[src/rtl/rv_isa_pkg.sv]
`default_nettype none
// ============================================================================
// Module   : rv_isa_pkg
// Brief    : RV32I opcodes, field-bundle kinds and immediate limits for the encoder
// Revision : 1.0
// ============================================================================
package rv_isa_pkg;

    localparam logic [6:0] OP_R      = 7'b0110011;
    localparam logic [6:0] OP_LOAD   = 7'b0000011;
    localparam logic [6:0] OP_STORE  = 7'b0100011;
    localparam logic [6:0] OP_BRANCH = 7'b1100011;
    localparam logic [6:0] OP_JAL    = 7'b1101111;
    localparam logic [6:0] OP_OPIMM  = 7'b0010011;

    localparam logic [31:0] NOP = 32'h0000_0013;

    typedef enum logic [2:0] {
        KIND_R      = 3'd0,
        KIND_LOAD   = 3'd1,
        KIND_STORE  = 3'd2,
        KIND_BRANCH = 3'd3,
        KIND_JAL    = 3'd4,
        KIND_OPIMM  = 3'd5
    } kind_e;

    localparam logic signed [20:0] IMM12_MIN = -21'sd2048;
    localparam logic signed [20:0] IMM12_MAX =  21'sd2047;
    localparam logic signed [20:0] IMM13_MIN = -21'sd4096;
    localparam logic signed [20:0] IMM13_MAX =  21'sd4095;

    function automatic logic imm_in_range(input logic [20:0] imm,
                                          input logic signed [20:0] lo,
                                          input logic signed [20:0] hi);
        return ($signed(imm) >= lo) && ($signed(imm) <= hi);
    endfunction

endpackage
`default_nettype wire

[src/rtl/rv_instr_encoder_if.sv]
`default_nettype none
// ============================================================================
// Module   : rv_instr_encoder_if
// Brief    : field-bundle input, IMEM write port and session status of the encoder
// Revision : 1.0
// ============================================================================
interface rv_instr_encoder_if #(
    parameter int ADDR_W = 10
);
    logic              start;
    logic              in_valid;
    logic              in_ready;
    logic              in_last;
    logic [2:0]        in_kind;
    logic [2:0]        in_funct3;
    logic              in_funct7_5;
    logic [4:0]        in_rd;
    logic [4:0]        in_rs1;
    logic [4:0]        in_rs2;
    logic [20:0]       in_imm;
    logic              wr_en;
    logic              wr_ready;
    logic [ADDR_W-1:0] wr_addr;
    logic [31:0]       wr_data;
    logic              busy;
    logic              done;
    logic              err;

    // Loader / bench side
    modport master (
        output start, in_valid, in_last, in_kind, in_funct3, in_funct7_5,
               in_rd, in_rs1, in_rs2, in_imm, wr_ready,
        input  in_ready, wr_en, wr_addr, wr_data, busy, done, err
    );

    // Encoder side
    modport slave (
        input  start, in_valid, in_last, in_kind, in_funct3, in_funct7_5,
               in_rd, in_rs1, in_rs2, in_imm, wr_ready,
        output in_ready, wr_en, wr_addr, wr_data, busy, done, err
    );
endinterface
`default_nettype wire

[src/rtl/rv_imm_pack.sv]
`default_nettype none
// ============================================================================
// Module   : rv_imm_pack
// Brief    : combinational RV32I word packer with range/alignment error flag;
//            RV_ENC_OPIMM_EN enables kind 5 (OP-IMM)
// Revision : 1.0
// ============================================================================
module rv_imm_pack
    import rv_isa_pkg::*;
(
    input  logic [2:0]  kind_i,
    input  logic [2:0]  funct3_i,
    input  logic        funct7_5_i,
    input  logic [4:0]  rd_i,
    input  logic [4:0]  rs1_i,
    input  logic [4:0]  rs2_i,
    input  logic [20:0] imm_i,
    output logic [31:0] word_o,
    output logic        err_o
);

    always_comb begin
        word_o = NOP;
        err_o  = 1'b0;
        case (kind_i)
            KIND_R: begin
                word_o = {1'b0, funct7_5_i, 5'b0, rs2_i, rs1_i, funct3_i, rd_i, OP_R};
            end
            KIND_LOAD: begin
                word_o = {imm_i[11:0], rs1_i, funct3_i, rd_i, OP_LOAD};
                err_o  = !imm_in_range(imm_i, IMM12_MIN, IMM12_MAX);
            end
            KIND_STORE: begin
                word_o = {imm_i[11:5], rs2_i, rs1_i, funct3_i, imm_i[4:0], OP_STORE};
                err_o  = !imm_in_range(imm_i, IMM12_MIN, IMM12_MAX);
            end
            KIND_BRANCH: begin
                word_o = {imm_i[12], imm_i[10:5], rs2_i, rs1_i, funct3_i,
                          imm_i[4:1], imm_i[11], OP_BRANCH};
                err_o  = !imm_in_range(imm_i, IMM13_MIN, IMM13_MAX) | imm_i[0];
            end
            KIND_JAL: begin
                // 21-bit imm already spans the full JAL range; only alignment can fail
                word_o = {imm_i[20], imm_i[10:1], imm_i[11], imm_i[19:12], rd_i, OP_JAL};
                err_o  = imm_i[0];
            end
`ifdef RV_ENC_OPIMM_EN
            KIND_OPIMM: begin
                if (funct3_i == 3'b101)
                    word_o = {1'b0, funct7_5_i, 5'b0, imm_i[4:0], rs1_i, funct3_i, rd_i, OP_OPIMM};
                else
                    word_o = {imm_i[11:0], rs1_i, funct3_i, rd_i, OP_OPIMM};
            end
`else
            KIND_OPIMM: begin
                err_o = 1'b1;
            end
`endif
            default: begin
                err_o = 1'b1;
            end
        endcase
    end

endmodule
`default_nettype wire

[src/rtl/rv_instr_encoder.sv]
`default_nettype none
// ============================================================================
// Module   : rv_instr_encoder
// Brief    : load-session FSM streaming encoded RV32I words into IMEM
//            (RV_ENC_OPIMM_EN adds OP-IMM encoding in rv_imm_pack)
// Revision : 1.0
// ============================================================================
module rv_instr_encoder
    import rv_isa_pkg::*;
#(
    parameter int ADDR_W    = 10,
    parameter int BASE_ADDR = 0
) (
    input  logic              clk,
    input  logic              rst,
    rv_instr_encoder_if.slave bus
);

    typedef enum logic [1:0] {
        ST_IDLE  = 2'd0,
        ST_RUN   = 2'd1,
        ST_DRAIN = 2'd2
    } state_e;

    localparam logic [ADDR_W-1:0] START_ADDR = ADDR_W'(BASE_ADDR);
    localparam logic [ADDR_W-1:0] ADDR_STEP  = ADDR_W'(4);

    state_e            state_q;
    logic              wr_en_q;
    logic [ADDR_W-1:0] addr_q;
    logic [31:0]       data_q;
    logic              done_q;
    logic              err_q;

    logic [31:0]       enc_word;
    logic              enc_err;
    logic              in_ready;
    logic              accept;
    logic              wr_fire;

    rv_imm_pack u_pack (
        .kind_i     (bus.in_kind),
        .funct3_i   (bus.in_funct3),
        .funct7_5_i (bus.in_funct7_5),
        .rd_i       (bus.in_rd),
        .rs1_i      (bus.in_rs1),
        .rs2_i      (bus.in_rs2),
        .imm_i      (bus.in_imm),
        .word_o     (enc_word),
        .err_o      (enc_err)
    );

    assign wr_fire  = wr_en_q & bus.wr_ready;
    assign in_ready = (state_q == ST_RUN) & (~wr_en_q | bus.wr_ready);
    assign accept   = bus.in_valid & in_ready;

    always_ff @(posedge clk or negedge rst) begin
        if (!rst) begin
            state_q <= ST_IDLE;
            wr_en_q <= 1'b0;
            addr_q  <= START_ADDR;
            data_q  <= '0;
            done_q  <= 1'b0;
            err_q   <= 1'b0;
        end else begin
            done_q <= 1'b0;
            if (wr_fire) begin
                wr_en_q <= 1'b0;
                addr_q  <= addr_q + ADDR_STEP;
            end
            case (state_q)
                ST_IDLE: begin
                    if (bus.start) begin
                        state_q <= ST_RUN;
                        addr_q  <= START_ADDR;
                        err_q   <= 1'b0;
                    end
                end
                ST_RUN: begin
                    // A new accept may coincide with the retiring write; the new word wins
                    if (accept) begin
                        wr_en_q <= 1'b1;
                        data_q  <= enc_word;
                        if (enc_err)
                            err_q <= 1'b1;
                        if (bus.in_last)
                            state_q <= ST_DRAIN;
                    end
                end
                ST_DRAIN: begin
                    if (wr_fire) begin
                        state_q <= ST_IDLE;
                        done_q  <= 1'b1;
                    end
                end
                default: state_q <= ST_IDLE;
            endcase
        end
    end

    assign bus.in_ready = in_ready;
    assign bus.wr_en    = wr_en_q;
    assign bus.wr_addr  = addr_q;
    assign bus.wr_data  = data_q;
    assign bus.busy     = (state_q != ST_IDLE);
    assign bus.done     = done_q;
    assign bus.err      = err_q;

endmodule
`default_nettype wire

[src/flat_wrapper.sv]
// flat-port wrapper written by rule: the top's interface ports become plain ports
module rv_instr_encoder_flat import rv_isa_pkg::*;
#(
    parameter int ADDR_W    = 10,
    parameter int BASE_ADDR = 0
)
  (clk, rst, bus_start, bus_in_valid, bus_in_last, bus_in_kind, bus_in_funct3, bus_in_funct7_5, bus_in_rd, bus_in_rs1, bus_in_rs2, bus_in_imm, bus_wr_ready, bus_in_ready, bus_wr_en, bus_wr_addr, bus_wr_data, bus_busy, bus_done, bus_err);
  rv_instr_encoder_if #(.ADDR_W(ADDR_W)) bus_i ();
  input  logic clk;
  input  logic rst;
  input wire logic [$bits(bus_i.start)-1:0] bus_start;
  input wire logic [$bits(bus_i.in_valid)-1:0] bus_in_valid;
  input wire logic [$bits(bus_i.in_last)-1:0] bus_in_last;
  input wire logic [$bits(bus_i.in_kind)-1:0] bus_in_kind;
  input wire logic [$bits(bus_i.in_funct3)-1:0] bus_in_funct3;
  input wire logic [$bits(bus_i.in_funct7_5)-1:0] bus_in_funct7_5;
  input wire logic [$bits(bus_i.in_rd)-1:0] bus_in_rd;
  input wire logic [$bits(bus_i.in_rs1)-1:0] bus_in_rs1;
  input wire logic [$bits(bus_i.in_rs2)-1:0] bus_in_rs2;
  input wire logic [$bits(bus_i.in_imm)-1:0] bus_in_imm;
  input wire logic [$bits(bus_i.wr_ready)-1:0] bus_wr_ready;
  output wire logic [$bits(bus_i.in_ready)-1:0] bus_in_ready;
  output wire logic [$bits(bus_i.wr_en)-1:0] bus_wr_en;
  output wire logic [$bits(bus_i.wr_addr)-1:0] bus_wr_addr;
  output wire logic [$bits(bus_i.wr_data)-1:0] bus_wr_data;
  output wire logic [$bits(bus_i.busy)-1:0] bus_busy;
  output wire logic [$bits(bus_i.done)-1:0] bus_done;
  output wire logic [$bits(bus_i.err)-1:0] bus_err;
  assign bus_i.start = bus_start;
  assign bus_i.in_valid = bus_in_valid;
  assign bus_i.in_last = bus_in_last;
  assign bus_i.in_kind = bus_in_kind;
  assign bus_i.in_funct3 = bus_in_funct3;
  assign bus_i.in_funct7_5 = bus_in_funct7_5;
  assign bus_i.in_rd = bus_in_rd;
  assign bus_i.in_rs1 = bus_in_rs1;
  assign bus_i.in_rs2 = bus_in_rs2;
  assign bus_i.in_imm = bus_in_imm;
  assign bus_i.wr_ready = bus_wr_ready;
  assign bus_in_ready = bus_i.in_ready;
  assign bus_wr_en = bus_i.wr_en;
  assign bus_wr_addr = bus_i.wr_addr;
  assign bus_wr_data = bus_i.wr_data;
  assign bus_busy = bus_i.busy;
  assign bus_done = bus_i.done;
  assign bus_err = bus_i.err;
  rv_instr_encoder #(.ADDR_W(ADDR_W), .BASE_ADDR(BASE_ADDR)) u_core (.clk(clk), .rst(rst), .bus(bus_i));
endmodule
[config.mk]
export PLATFORM = sky130hd
export DESIGN_NAME = rv_instr_encoder_flat
export DESIGN_NICKNAME = d
export VERILOG_FILES = /design/src/rtl/rv_isa_pkg.sv /design/src/rtl/rv_instr_encoder_if.sv /design/src/rtl/rv_imm_pack.sv /design/src/rtl/rv_instr_encoder.sv /design/src/flat_wrapper.sv
export SDC_FILE = /design/constraint.sdc
export NUM_CORES = 1
export LEC_CHECK = 0
export BUFFER_PORTS_ARGS = -buffer_cell sky130_fd_sc_hd__buf_2
export CAP_MARGIN = 25
export CORE_MARGIN = 4
export CORE_UTILIZATION = 41
export CTS_CLUSTER_DIAMETER = 30
export DETAILED_ROUTE_END_ITERATION = 8
export HOLD_SLACK_MARGIN = 0.12
export PLACE_DENSITY = 0.73
export SYNTH_ARGS = -nofsm -noshare
export SYNTH_HDL_FRONTEND = slang
export SYNTH_HIERARCHICAL = 1
export SYNTH_SLANG_ARGS = --single-unit
[constraint.sdc]
create_clock -name clk -period 4.6 [get_ports clk]
set_input_delay 0 -clock clk [delete_from_list [all_inputs] [get_ports clk]]
set_output_delay 0 -clock clk [all_outputs]
set_load 0.05 [all_outputs]
=== Word-level counts from Yosys, hierarchy flattened ===
Index checks and enable logic that the tools add are counted.

* $add $sub $neg: 1
* Magnitude comparators: 4
* Eq/ne operators: 11
* Multiplexer cells: 19
* Bitwise logic cells: 6
* Reduce and logical (&&, ||, !) cells: 12

{| class="wikitable"
|+ Operators by type and width
! kind !! number
|-
| one-hot mux 32 bit (5 select lines) || 1
|-
| two-way mux 10 bit || 3
|-
| >= comparator 21 x 12 -> 1 bit, second input constant || 1
|-
| >= comparator 21 x 13 -> 1 bit, second input constant || 1
|-
| <= comparator 21 x 12 -> 1 bit, second input constant || 1
|-
| <= comparator 21 x 13 -> 1 bit, second input constant || 1
|-
| adder 10 x 3 -> 10 bit, second input constant || 1
|-
| two-way mux 1 bit || 8
|-
| two-way mux 2 bit || 4
|-
| AND reduction 4 bit || 2
|-
| == test 3 x 2 -> 1 bit, second input constant || 2
|-
| != test 2 x 1 -> 1 bit, second input constant || 3
|-
| one-hot mux 2 bit (3 select lines) || 1
|-
| != test 2 bit, second input constant || 2
|-
| one-hot mux 1 bit (4 select lines) || 1
|-
| nonzero test 2 bit || 2
|-
| AND 1 bit || 3
|-
| == test 3 x 1 -> 1 bit, second input constant || 1
|-
| == test 3 bit, second input constant || 1
|-
| logical NOT 3 bit || 1
|-
| == test 2 x 1 -> 1 bit, second input constant || 1
|-
| == test 2 bit, second input constant || 1
|-
| logical AND 1 bit || 2
|-
| logical NOT 1 bit || 2
|-
| 6 further kinds || 7
|}

* Bits in registers: 47
* Input port bits: 49
* Output and inout port bits: 47
* Logic and storage cells: 59

=== Depth between registers and ports, before layout ===
Gate-level depths: netlist (run 1).

* Depth in word-level cells: 8
* Gate-level depth with buffers: 7

=== By module ===
Netlist (run 1), hierarchy kept.

{| class="wikitable"
|+ By module, submodules not included
! module !! instances !! cells each !! area each (um^2) !! seq. area each (um^2)
|-
| rv_instr_encoder || 1 || 132 || 1971.9 || 1126.1
|-
| rv_imm_pack || 1 || 92 || 629.4 || 0.0
|}

=== Least setup slack after synthesis (run 1) ===
No wires, ideal clock.

* Path kind: register to register
* Start: reg u_core.wr_en_q (netlist: u_core/bus.wr_en)
* End: reg u_core.data_q[0] (netlist: u_core/bus.wr_data[0])
* Setup time: 0.125 ns
* Arrival: 1.591 ns
* Required time: 4.475 ns
* Slack: 2.884 ns
* Stages on the path, launching flop included: 6
* Period minus slack after synthesis: 1.716 ns
* Cell sequence: dfrtp_1 -> nand2b_2 -> and3_4 -> buf_6 -> buf_12 -> mux2_4

* Cells in the longest elaborated chain, start to end: 5

{| class="wikitable"
|+ Ends and longest elaborated chain
! element !! line !! text
|-
| start: declaration || rv_instr_encoder.sv:29 || <nowiki>logic wr_en_q;</nowiki>
|-
| start signal: assignment || rv_instr_encoder.sv:60 || <nowiki>wr_en_q <= 1'b0;</nowiki>
|-
| start signal: assignment || rv_instr_encoder.sv:68 || <nowiki>wr_en_q <= 1'b0;</nowiki>
|-
| start signal: assignment || rv_instr_encoder.sv:82 || <nowiki>wr_en_q <= 1'b1;</nowiki>
|-
| inverter 1 bit || rv_instr_encoder.sv:54 || <nowiki>assign in_ready = (state_q == ST_RUN) & (~wr_en_q | bus.wr_ready);</nowiki>
|-
| bitwise OR 1 bit || rv_instr_encoder.sv:54 ||
|-
| AND 1 bit || rv_instr_encoder.sv:54 ||
|-
| AND 1 bit || rv_instr_encoder.sv:55 || <nowiki>assign accept = bus.in_valid & in_ready;</nowiki>
|-
| AND reduction 2 bit (no source line) || - ||
|-
| end signal: assignment || rv_instr_encoder.sv:83 || <nowiki>data_q <= enc_word;</nowiki>
|-
| end: declaration || rv_instr_encoder.sv:31 || <nowiki>logic [31:0] data_q;</nowiki>
|}

No other way between the ends.
A chain may end at the register's enable or synchronous reset.

=== Worst setup path after layout (run 1) ===
* Start: reg u_core.state_q[0]
* End: reg u_core.state_q[0]

* Cells in the longest elaborated chain, start to end: 5

{| class="wikitable"
|+ Ends and longest elaborated chain
! element !! line !! text
|-
| start: declaration || rv_instr_encoder.sv:28 || <nowiki>state_e state_q;</nowiki>
|-
| start signal: assignment || rv_instr_encoder.sv:59 || <nowiki>state_q <= ST_IDLE;</nowiki>
|-
| start signal: assignment || rv_instr_encoder.sv:74 || <nowiki>state_q <= ST_RUN;</nowiki>
|-
| start signal: assignment || rv_instr_encoder.sv:87 || <nowiki>state_q <= ST_DRAIN;</nowiki>
|-
| == test 2 x 1 -> 1 bit || rv_instr_encoder.sv:54, rv_instr_encoder.sv:71 ||
|-
| AND 1 bit || rv_instr_encoder.sv:54 ||
|-
| AND 1 bit || rv_instr_encoder.sv:55 ||
|-
| != test 2 x 1 -> 1 bit (no source line) || - ||
|-
| AND reduction 4 bit (no source line) || - ||
|}

Parallel ways exist; a longest one is shown, timed or not.

==> results of run 1 <==
-- cells in the mapped netlist (5+ instances only) --
cell | n | area [um^2]
inv_1 | 8 | 30.03
a22oi_1 | 9 | 67.56
nand3_1 | 8 | 40.04
mux2i_1 | 5 | 50.05
buf_4 | 7 | 52.55
o22ai_1 | 6 | 37.54
nor2_1 | 7 | 26.28
a21oi_1 | 10 | 50.05
dfrtp_1 | 45 | 1126
o21ai_0 | 5 | 25.02
mux2_4 | 28 | 420.4
and2_1 | 6 | 37.54
nand2_1 | 9 | 33.78
a22o_1 | 9 | 78.83
-- cell type report --
class                      count  area (um^2)  share of cell area (%)
multi-input combinational    153         1287                   37.90
timing repair buffer         123        775.7                   22.84
clock buffer                   5        68.82                   2.026
clock inverter                 1        5.005                  0.1473
sequential                    45         1126                   33.15
inverter                      10        40.04                   1.179
tap                           75        93.84                   2.762
-- critical path: cells and delay by family, from the launching register on --
family | cells | cell delay, ns
AOI/OAI and AO/OA | 1 | 0.14
buffers and inverters | 1 | 0.58
DFF | 1 | 0.41
and+or+nand+nor | 2 | 0.84
-- routing by layer --
| layer | global-route usage, % | wire (um) |
|---|---|---|
| met3 | 3.198 | 356 |
| met2 | 26.99 | 2962 |
| met1 | 22.26 | 2921 |
| met4 | 4.603 | 77 |
| met5 | 0 | 0 |
-- flip-flops by register name, summed over array words and instances, names as in the netlist --
signal,flops
u_core/bus.err,1
u_core/state_q,2
u_core/bus.done,1
u_core/bus.wr_en,1
u_core/bus.wr_addr,8
u_core/bus.wr_data,32
-- what timing repair did --
action / in CTS / in global routing
hold buffers: 29 / 0
gates resized for setup: 0 / 0
endpoints found under the hold margin: 67 / 0
-- path summary, 6_finish.rpt --
| path | cells past startpoint | startpoint | to | slack (ns) |
|---|---|---|---|---|
| setup / recovery | 4 | u_core/state_q[0] | u_core/state_q[0] | 2.51 |
| hold / removal | 4 | bus_start | u_core/bus.wr_addr[4] | 0.16 |
| setup reg to reg | 4 | u_core/state_q[0] | u_core/state_q[0] | 2.51 |
| hold reg to reg | 1 | u_core/bus.wr_data[26] | u_core/bus.wr_data[26] | 0.51 |
| max in group asynchronous | 3 | rst | u_core/bus.wr_addr[7] | 3.89 |
| min in group asynchronous | 2 | rst | u_core/bus.wr_data[26] | 0.20 |
-- cells by family after synthesis --
logic type	Yosys count	share of synthesized area (%)
compound gates	54	15.30
simple gates	53	11.69
flops	45	43.29
mux	37	19.82
buf+inv	28	7.504
xor+xnor	4	1.636
other cells	2	0.2887
fa+ha+maj	1	0.4809
-- power by group through the flow --
stage | clock network, mW | registers (mW) | logic [mW]
2_1_floorplan | 0 | 1.17 | 0.475
3_3_place_gp | 0 | 0.657 | 1.20
3_5_place_dp | 0 | 0.659 | 1.21
4_1_cts | 0.236 | 0.654 | 1.24
5_1_grt | 0.252 | 0.677 | 1.29
6_report | 0.229 | 0.654 | 1.23
-- stage by stage --
step / util, % / cell area, um^2
6_report: 56.37 / 3397
5_1_grt: 56.37 / 3397
4_1_cts: 56.04 / 3377
3_3_place_gp: 50.00 / 3013
2_1_floorplan: - / 2609
3_5_place_dp: 50.00 / 3013
==> flow_metrics.tcl, run 1 <==
set metrics [dict create \
    grt_overflow 0 \
    stdcell_count 412 \
    cp-start-kind "flop" \
    clkTransAtPathRegs_ns 0.08 \
    grt_pass1_vias 2105 \
    required_ns 4.78 \
    cts.sinks 45 \
    worstSetupEndpointType "flop" \
    switching_share_pct 49.68 \
    fmax_mhz 479.1 \
    tightest_slew_ns 0.7628 \
    cts.path.max_buffers 2 \
    wire_per_inst_um 15.33 \
    max_slew_margin_pct 48.87 \
    worstPathArrival_ns 2.27 \
    post_cts_buffers 0 \
    holdWs_ns 0.1561 \
    rsz0062_at_grt "no" \
    clk_latency_ns 0.29 \
    place_hpwl_um 4367 \
    power.density_nw_per_um2 622.6 \
    worstPathMaxFanout 34 \
    hold_class "input pin to flop" \
    drv_slew 0 \
    ys_seq_area_share_pct 43.29 \
    postSynthAreaPerCell_um2 11.61 \
    leakagePower_nw 1.689 \
    drv_cap 0 \
    antenna_left 0 \
    diodes 0 \
    grt_max_degree 46 \
    path_class "flop to flop" \
    synth_cell_types 50 \
    synthArstFlopShare_pct 100.0 \
    dp_cells 376 \
    grt_use_total_pct 16.48 \
    pre_cts_ws_ns 2.848 \
    drive_gt1_share_pct 43.92 \
    viasPerCell 5.233 \
    htree_levels 2 \
    yosysWarnings 6 \
    gp_congestion 0.7613 \
    io_buffers 93 \
    crit_chain "nor2b_2 > and3_4 > a211oi_2 > dlygate4sd3_1" \
    synthCells 224 \
    final_cell_mix "buf_2, dfrtp_1, dlygate4sd3_1" \
    cts_root_buf "clkbuf_8" \
    power.internal_mw 1.064 \
    hold_viol_final 0 \
    core_um2 6026 \
    synth-seq-cells 45 \
    initial_core_util_pct 43.17 \
    final_common_cell "buf_2" \
    power_mw 2.115 \
    nFillCells 534 \
    drc_errors 0 \
    antenna_found_initial 0 \
    fin_crit_sh_pct 45.37 \
    combPwrFrac_pct 58.3 \
    die_h_um 87.65 \
    wirelength_um 6318 \
    vias 2156 \
    rows 28 \
    numCtsBuffers 5 \
    p_sw_mw 1.051 \
    status "completed" \
    finalSetupViolCount 0 \
    areaGrowthSynthToFinish_pct 30.59 \
    synth_edf_count 0 \
    io-pin-count 96 \
    slowest_stage "and3_4" \
    tritoncts "built" \
    nNetsFinal 388 \
    period_needed_ns 2.087 \
    slowest_delay_ns 0.62 \
    drt_iter0_drc 85 \
    syn_area_um2 2601 \
    grt_pass1_wl_um 10120 \
    synthFlopType "dfrtp_1" \
    dr.pass1.iters 4 \
    power_frac_seq_pct 30.9 \
    fp.dieW_um 87.65 \
    ir_worst_vdd_uv 509.3 \
    p_clk_share_pct 10.8 \
    die_area_um2 7683 \
    fin_ws_ns 2.513 \
    fin_setup_tns_ns 0 \
    finClkSkew_ns 0.009057 \
]
(Power assumes the default switching activity.)
==> inputs of run 2 (changes only) <==
==> constraint.sdc (replaced) <==
create_clock -name clk -period 2.1 [get_ports clk]
set_input_delay 0 -clock clk [delete_from_list [all_inputs] [get_ports clk]]
set_output_delay 0 -clock clk [all_outputs]
set_load 0.05 [all_outputs]
==> run 2 against run 1 <==
Compared with the run above:
- clock power is 140% higher
- total power up 130%
- fmax rose by 6.3%
- critical path type unchanged
- critical endpoint unchanged
==> flow_metrics.tcl, run 2 (same netlist as run 1, synthesis figures left out) <==
set metrics [dict create \
    status "completed" \
    multi_input_area_um2 1287 \
    final_cell_mix "buf_2, dfrtp_1, dlygate4sd3_1" \
    drv_cap 0 \
    drc_errors 0 \
    final_common_cell "buf_2" \
    grt_pass1_wl_um 11340 \
    crit_chain "nor2b_2 > and3_4 > a211oi_2 > dlygate4sd3_1" \
    io_buffers 93 \
    antenna_left 0 \
    leakagePower_nw 1.701 \
    gp_congestion 0.7792 \
    nNetsFinal 391 \
    r2r-start "u_core/state_q[1]" \
    fmax_mhz 509.4 \
    worstSetupEndpointType "flop" \
    grt_pass1_vias 2339 \
    cts_resized 0 \
    fp.dieW_um 87.65 \
    r2r-end "u_core/state_q[0]" \
    clkTransAtPathRegs_ns 0.09 \
    antenna_found_initial 0 \
    io-pin-count 96 \
    reg2reg_depth 4 \
    drv_slew 0 \
    grt_overflow 0 \
    path_class "flop to flop" \
    slowest_delay_ns 0.57 \
    vias 2221 \
    drive_gt1_share_pct 44.15 \
    cts.sinks 45 \
    drt_iter0_drc 69 \
    cts.path.max_buffers 2 \
    finalSetupViolCount 0 \
    viasPerCell 5.326 \
    cts_root_buf "clkbuf_8" \
    rsz0062_at_grt "no" \
    ir_worst_vdd_uv 910.5 \
    core_um2 6026 \
    die_area_um2 7683 \
    numCtsBuffers 5 \
    tightest_slew_ns 0.6708 \
    rows 28 \
    worstPathArrival_ns 2.15 \
    htree_levels 2 \
    required_ns 2.29 \
    diodes 0 \
    fin_setup_tns_ns 0 \
    hold_start "bus_in_rd[4]" \
    period_needed_ns 1.963 \
    max_slew_margin_pct 55.12 \
    grt_use_total_pct 19.00 \
    wire_per_inst_um 16.85 \
    min_path_cells 4 \
    dr.pass1.iters 4 \
    tritoncts "built" \
    hold_viol_final 0 \
    fin_crit_sh_pct 93.47 \
    areaGrowthSynthToFinish_pct 32.08 \
    largest_reg_flops 32 \
    place_hpwl_um 4881 \
    grt_max_degree 30 \
    clk_latency_ns 0.30 \
    post_cts_buffers 0 \
    r2r_slack_ns 0.14 \
    hold_class "input pin to flop" \
    finClkSkew_ns 0.006177 \
    wirelength_um 7028 \
    power_mw 4.769 \
    cp-start-kind "flop" \
    power.density_nw_per_um2 1388 \
    die_h_um 87.65 \
    nFillCells 528 \
    initial_core_util_pct 43.17 \
    regArea_um2 1126 \
    slowest_stage "dlygate4sd3_1" \
    hold_end "u_core/bus.wr_data[11]" \
    worstPathMaxFanout 22 \
]
run 2: power by group:
part           internal [mW]  total, mW  switching (mW)
Combinational          0.936       2.78            1.84
Sequential              1.21       1.44           0.234
Clock                  0.235      0.548           0.313
Total                   2.38       4.77            2.39
run 2: stage by stage:
stage | setup WS [ns] | cells | hold slack, ns | util, % | instance area (um^2)
after floorplan | 0.3839 | 226 | -0.2956 | - | 2609
after global placement | 0.3881 | 379 | -0.009480 | 50.58 | 3048
after detailed placement | 0.3392 | 379 | 0.005905 | 50.58 | 3048
after CTS | 0.1359 | 417 | 0.1481 | 57.02 | 3436
after global routing | 0.01214 | 417 | 0.1715 | 57.02 | 3436
final | 0.1371 | 417 | 0.1629 | 57.02 | 3436
run 2: per-layer routing:
layer / global-route usage (%) / wire (um) / part of all wire, %
met2: 33.97 / 3452 / 49
met4: 4.184 / 49 / 0.70
met5: 0 / 0 / 0
met1: 23.59 / 3068 / 44
met3: 3.857 / 458 / 6.5
run 2: area by class of cell:
class	instances	share of cell area, %
sequential	45	32.77
inverter	10	1.165
clock buffer	6	2.112
timing repair buffer	126	23.31
multi-input combinational	153	37.47
tap	75	2.731
clock inverter	2	0.4370
run 2: worst max-delay path by stage:
stage                      start                     end  slack, ns  cells past startpoint
6_report       u_core/state_q[1]       u_core/state_q[0]       0.14                      4
2_1_floorplan   u_core/bus.wr_en   u_core/bus.wr_data[0]       0.38                      5
3_5_place_dp   u_core/state_q[1]  u_core/bus.wr_data[25]       0.34                      4
3_3_place_gp   u_core/state_q[1]  u_core/bus.wr_data[15]       0.39                      4
4_1_cts        u_core/state_q[1]       u_core/state_q[0]       0.14                      4
5_1_grt        u_core/state_q[1]       u_core/state_q[0]       0.01                      4
run 2: critical path: cells and delay by family, from the launching register on:
kind / cells / cell delay [ns]
compound gates: 1 / 0.12
buf+inv: 1 / 0.57
flops: 1 / 0.44
simple gates: 2 / 0.72
run 2: what timing repair did:
item / CTS / global route
setup endpoints to repair: 0 / 0
hold buffers: 30 / 0
hold endpoints to repair: 42 / 0
==> inputs of run 3 (changes only) <==
--- a/config.mk
+++ b/config.mk
@@ -12,7 +12,7 @@
 export CTS_CLUSTER_DIAMETER = 30
 export DETAILED_ROUTE_END_ITERATION = 8
 export HOLD_SLACK_MARGIN = 0.12
-export PLACE_DENSITY = 0.73
+export PLACE_DENSITY = 0.76
 export SYNTH_ARGS = -nofsm -noshare
 export SYNTH_HDL_FRONTEND = slang
 export SYNTH_HIERARCHICAL = 1
==> run 3 against run 2 <==
Compared with the run above:
- routed wire length fell by 5.9%
- non-clock buffer count did not move
- die area did not move
- clock skew rose by 0.0028 ns
- sequential cell count did not move
- sequential share of layout area fell by 0.47 points
- total power rose by 2.4%
- critical endpoint unchanged
- clock power rose by 24%
- register-to-register slack improved by 0.14 ns
- highest routed layer unchanged
- final cell count did not move
- first-iteration DRC count rose by 4.3%
==> flow_metrics.tcl, run 3 (same netlist as run 1, synthesis figures left out) <==
set metrics [dict create \
    final_cell_mix "buf_2, dfrtp_1, dlygate4sd3_1" \
    drv_cap 0 \
    finalSetupViolCount 0 \
    io-pin-count 96 \
    die_area_um2 7683 \
    pre_cts_ws_ns 0.4002 \
    max_slew_margin_pct 57.91 \
    crit_start "u_core/bus.wr_en" \
    core_um2 6026 \
    p_sw_mw 2.343 \
    detailed_place.area_um2 3040 \
    power_frac_seq_pct 29.5 \
    drt_iter0_drc 72 \
    power.internal_mw 2.540 \
    areaGrowthSynthToFinish_pct 34.01 \
    tightest_slew_ns 0.6290 \
    drv_slew 0 \
    required_ns 2.33 \
    worstPathArrival_ns 2.06 \
    nNetsFinal 391 \
    cts.sinks 45 \
    rsz0062_at_grt "no" \
    hold_class "input pin to flop" \
    fmax_mhz 548.1 \
    p_clk_share_pct 13.9 \
    slowest_stage "dlygate4sd3_1" \
    drc_errors 0 \
    cp-start-kind "flop" \
    drive_gt1_share_pct 44.74 \
    hold_start "bus_in_imm[12]" \
    grt_pass1_vias 2147 \
    fin_ws_ns 0.2754 \
    antenna_left 0 \
    fin_crit_sh_pct 86.89 \
    worstPathMaxFanout 19 \
    period_needed_ns 1.825 \
    path_buf_inv 2 \
    finClkSkew_ns 0.008944 \
    die_h_um 87.65 \
    slowest_delay_ns 0.58 \
    wire_per_inst_um 15.87 \
    nFillCells 539 \
    viasPerCell 5.242 \
    cp_top_family "buffers and inverters" \
    diodes 0 \
    antenna_found_initial 0 \
    io_buffers 93 \
    r2r-start "u_core/bus.wr_en" \
    grt_overflow 0 \
    tritoncts "built" \
    grt_max_degree 46 \
    place_hpwl_um 4611 \
    largest_reg_flops 32 \
    numCtsBuffers 5 \
    clk_latency_ns 0.29 \
    final_common_cell "buf_2" \
    worstSetupEndpointType "flop" \
    cts.path.max_buffers 2 \
    fin_setup_tns_ns 0 \
    cts_root_buf "clkbuf_8" \
    clkTransAtPathRegs_ns 0.09 \
    fp.dieW_um 87.65 \
    combPwrFrac_pct 56.5 \
    grt_use_total_pct 17.44 \
    wirelength_um 6616 \
    status "completed" \
    dr.pass1.iters 4 \
    regArea_um2 1126 \
    ir_worst_vdd_uv 831.0 \
    grt_pass1_wl_um 10560 \
    postLayoutCellArea_um2 3486 \
    crit_chain "nand2b_2 > and3_4 > buf_12 > a211oi_2 > dlygate4sd3_1" \
    path_class "flop to flop" \
    vias 2186 \
    multi_input_area_um2 1287 \
    switching_share_pct 47.98 \
    hold_viol_final 0 \
    gp_congestion 0.7590 \
    htree_levels 2 \
    rows 28 \
    power_mw 4.883 \
    power.density_nw_per_um2 1401 \
    initial_core_util_pct 43.17 \
    leakagePower_nw 1.728 \
    cts_resized 0 \
]
==> run 3: repair_timing <==
item | CTS | global route
hold buffers | 29 | 0
hold endpoints to repair | 67 | 0
setup endpoints to repair | 0 | 1
buffers inserted | 0 | 1
==> run 3: power by group through the flow <==
stage                     Sequential, mW  Clock (mW)  Combinational [mW]
after global placement              1.44           0                2.65
final                               1.44       0.681                2.76
after global routing                1.49       0.735                2.89
after floorplan                     2.57           0                1.04
after detailed placement            1.46           0                2.69
after CTS                           1.44       0.707                2.76
==> run 3: layer usage <==
layer / GRT usage [%] / part of all wire, % / up-vias
li1: - / - / 1054
met1: 23.59 / 46 / 1056
met2: 28.97 / 47 / 72
met3: 3.481 / 5.5 / 4
met4: 3.766 / 0.77 / 0
met5: 0 / 0 / -
==> run 3: area by class of cell <==
type                            count  share of cell area, %
Clock inverter                      2                  1.077
Timing Repair Buffer              126                  23.47
Sequential cell                    45                  32.30
Multi-Input combinational cell    153                  36.93
Clock buffer                        6                  2.369
Tap cell                           75                  2.692
Inverter                           10                  1.149
==> run 3: per-stage QoR <==
step | hold slack, ns | util, % | cells
global placement | 0.2152 | 50.46 | 378
floorplan | -0.2956 | - | 226
detailed placement | 0.2148 | 50.46 | 378
CTS | 0.1226 | 57.27 | 415
finish | 0.1364 | 57.85 | 417
global route | 0.1419 | 57.85 | 417
==> run 3: worst register-to-register path, delay by kind of cell (launching register included) <==
| family | cells | cell delay (ns) |
|---|---|---|
| DFF | 1 | 0.48 |
| and+or+nand+nor | 2 | 0.33 |
| buffers and inverters | 2 | 0.75 |
| AOI/OAI and AO/OA | 1 | 0.22 |
==> run 3: worst paths after layout <==
kind	end	slack (ns)	cells past startpoint
max	u_core/state_q[0]	0.28	5
min	u_core/bus.wr_data[12]	0.14	3
max reg2reg	u_core/state_q[0]	0.28	5
min reg2reg	u_core/bus.done	0.50	1
max in group asynchronous	u_core/bus.wr_data[5]	1.38	3
min in group asynchronous	u_core/bus.wr_data[15]	0.22	2
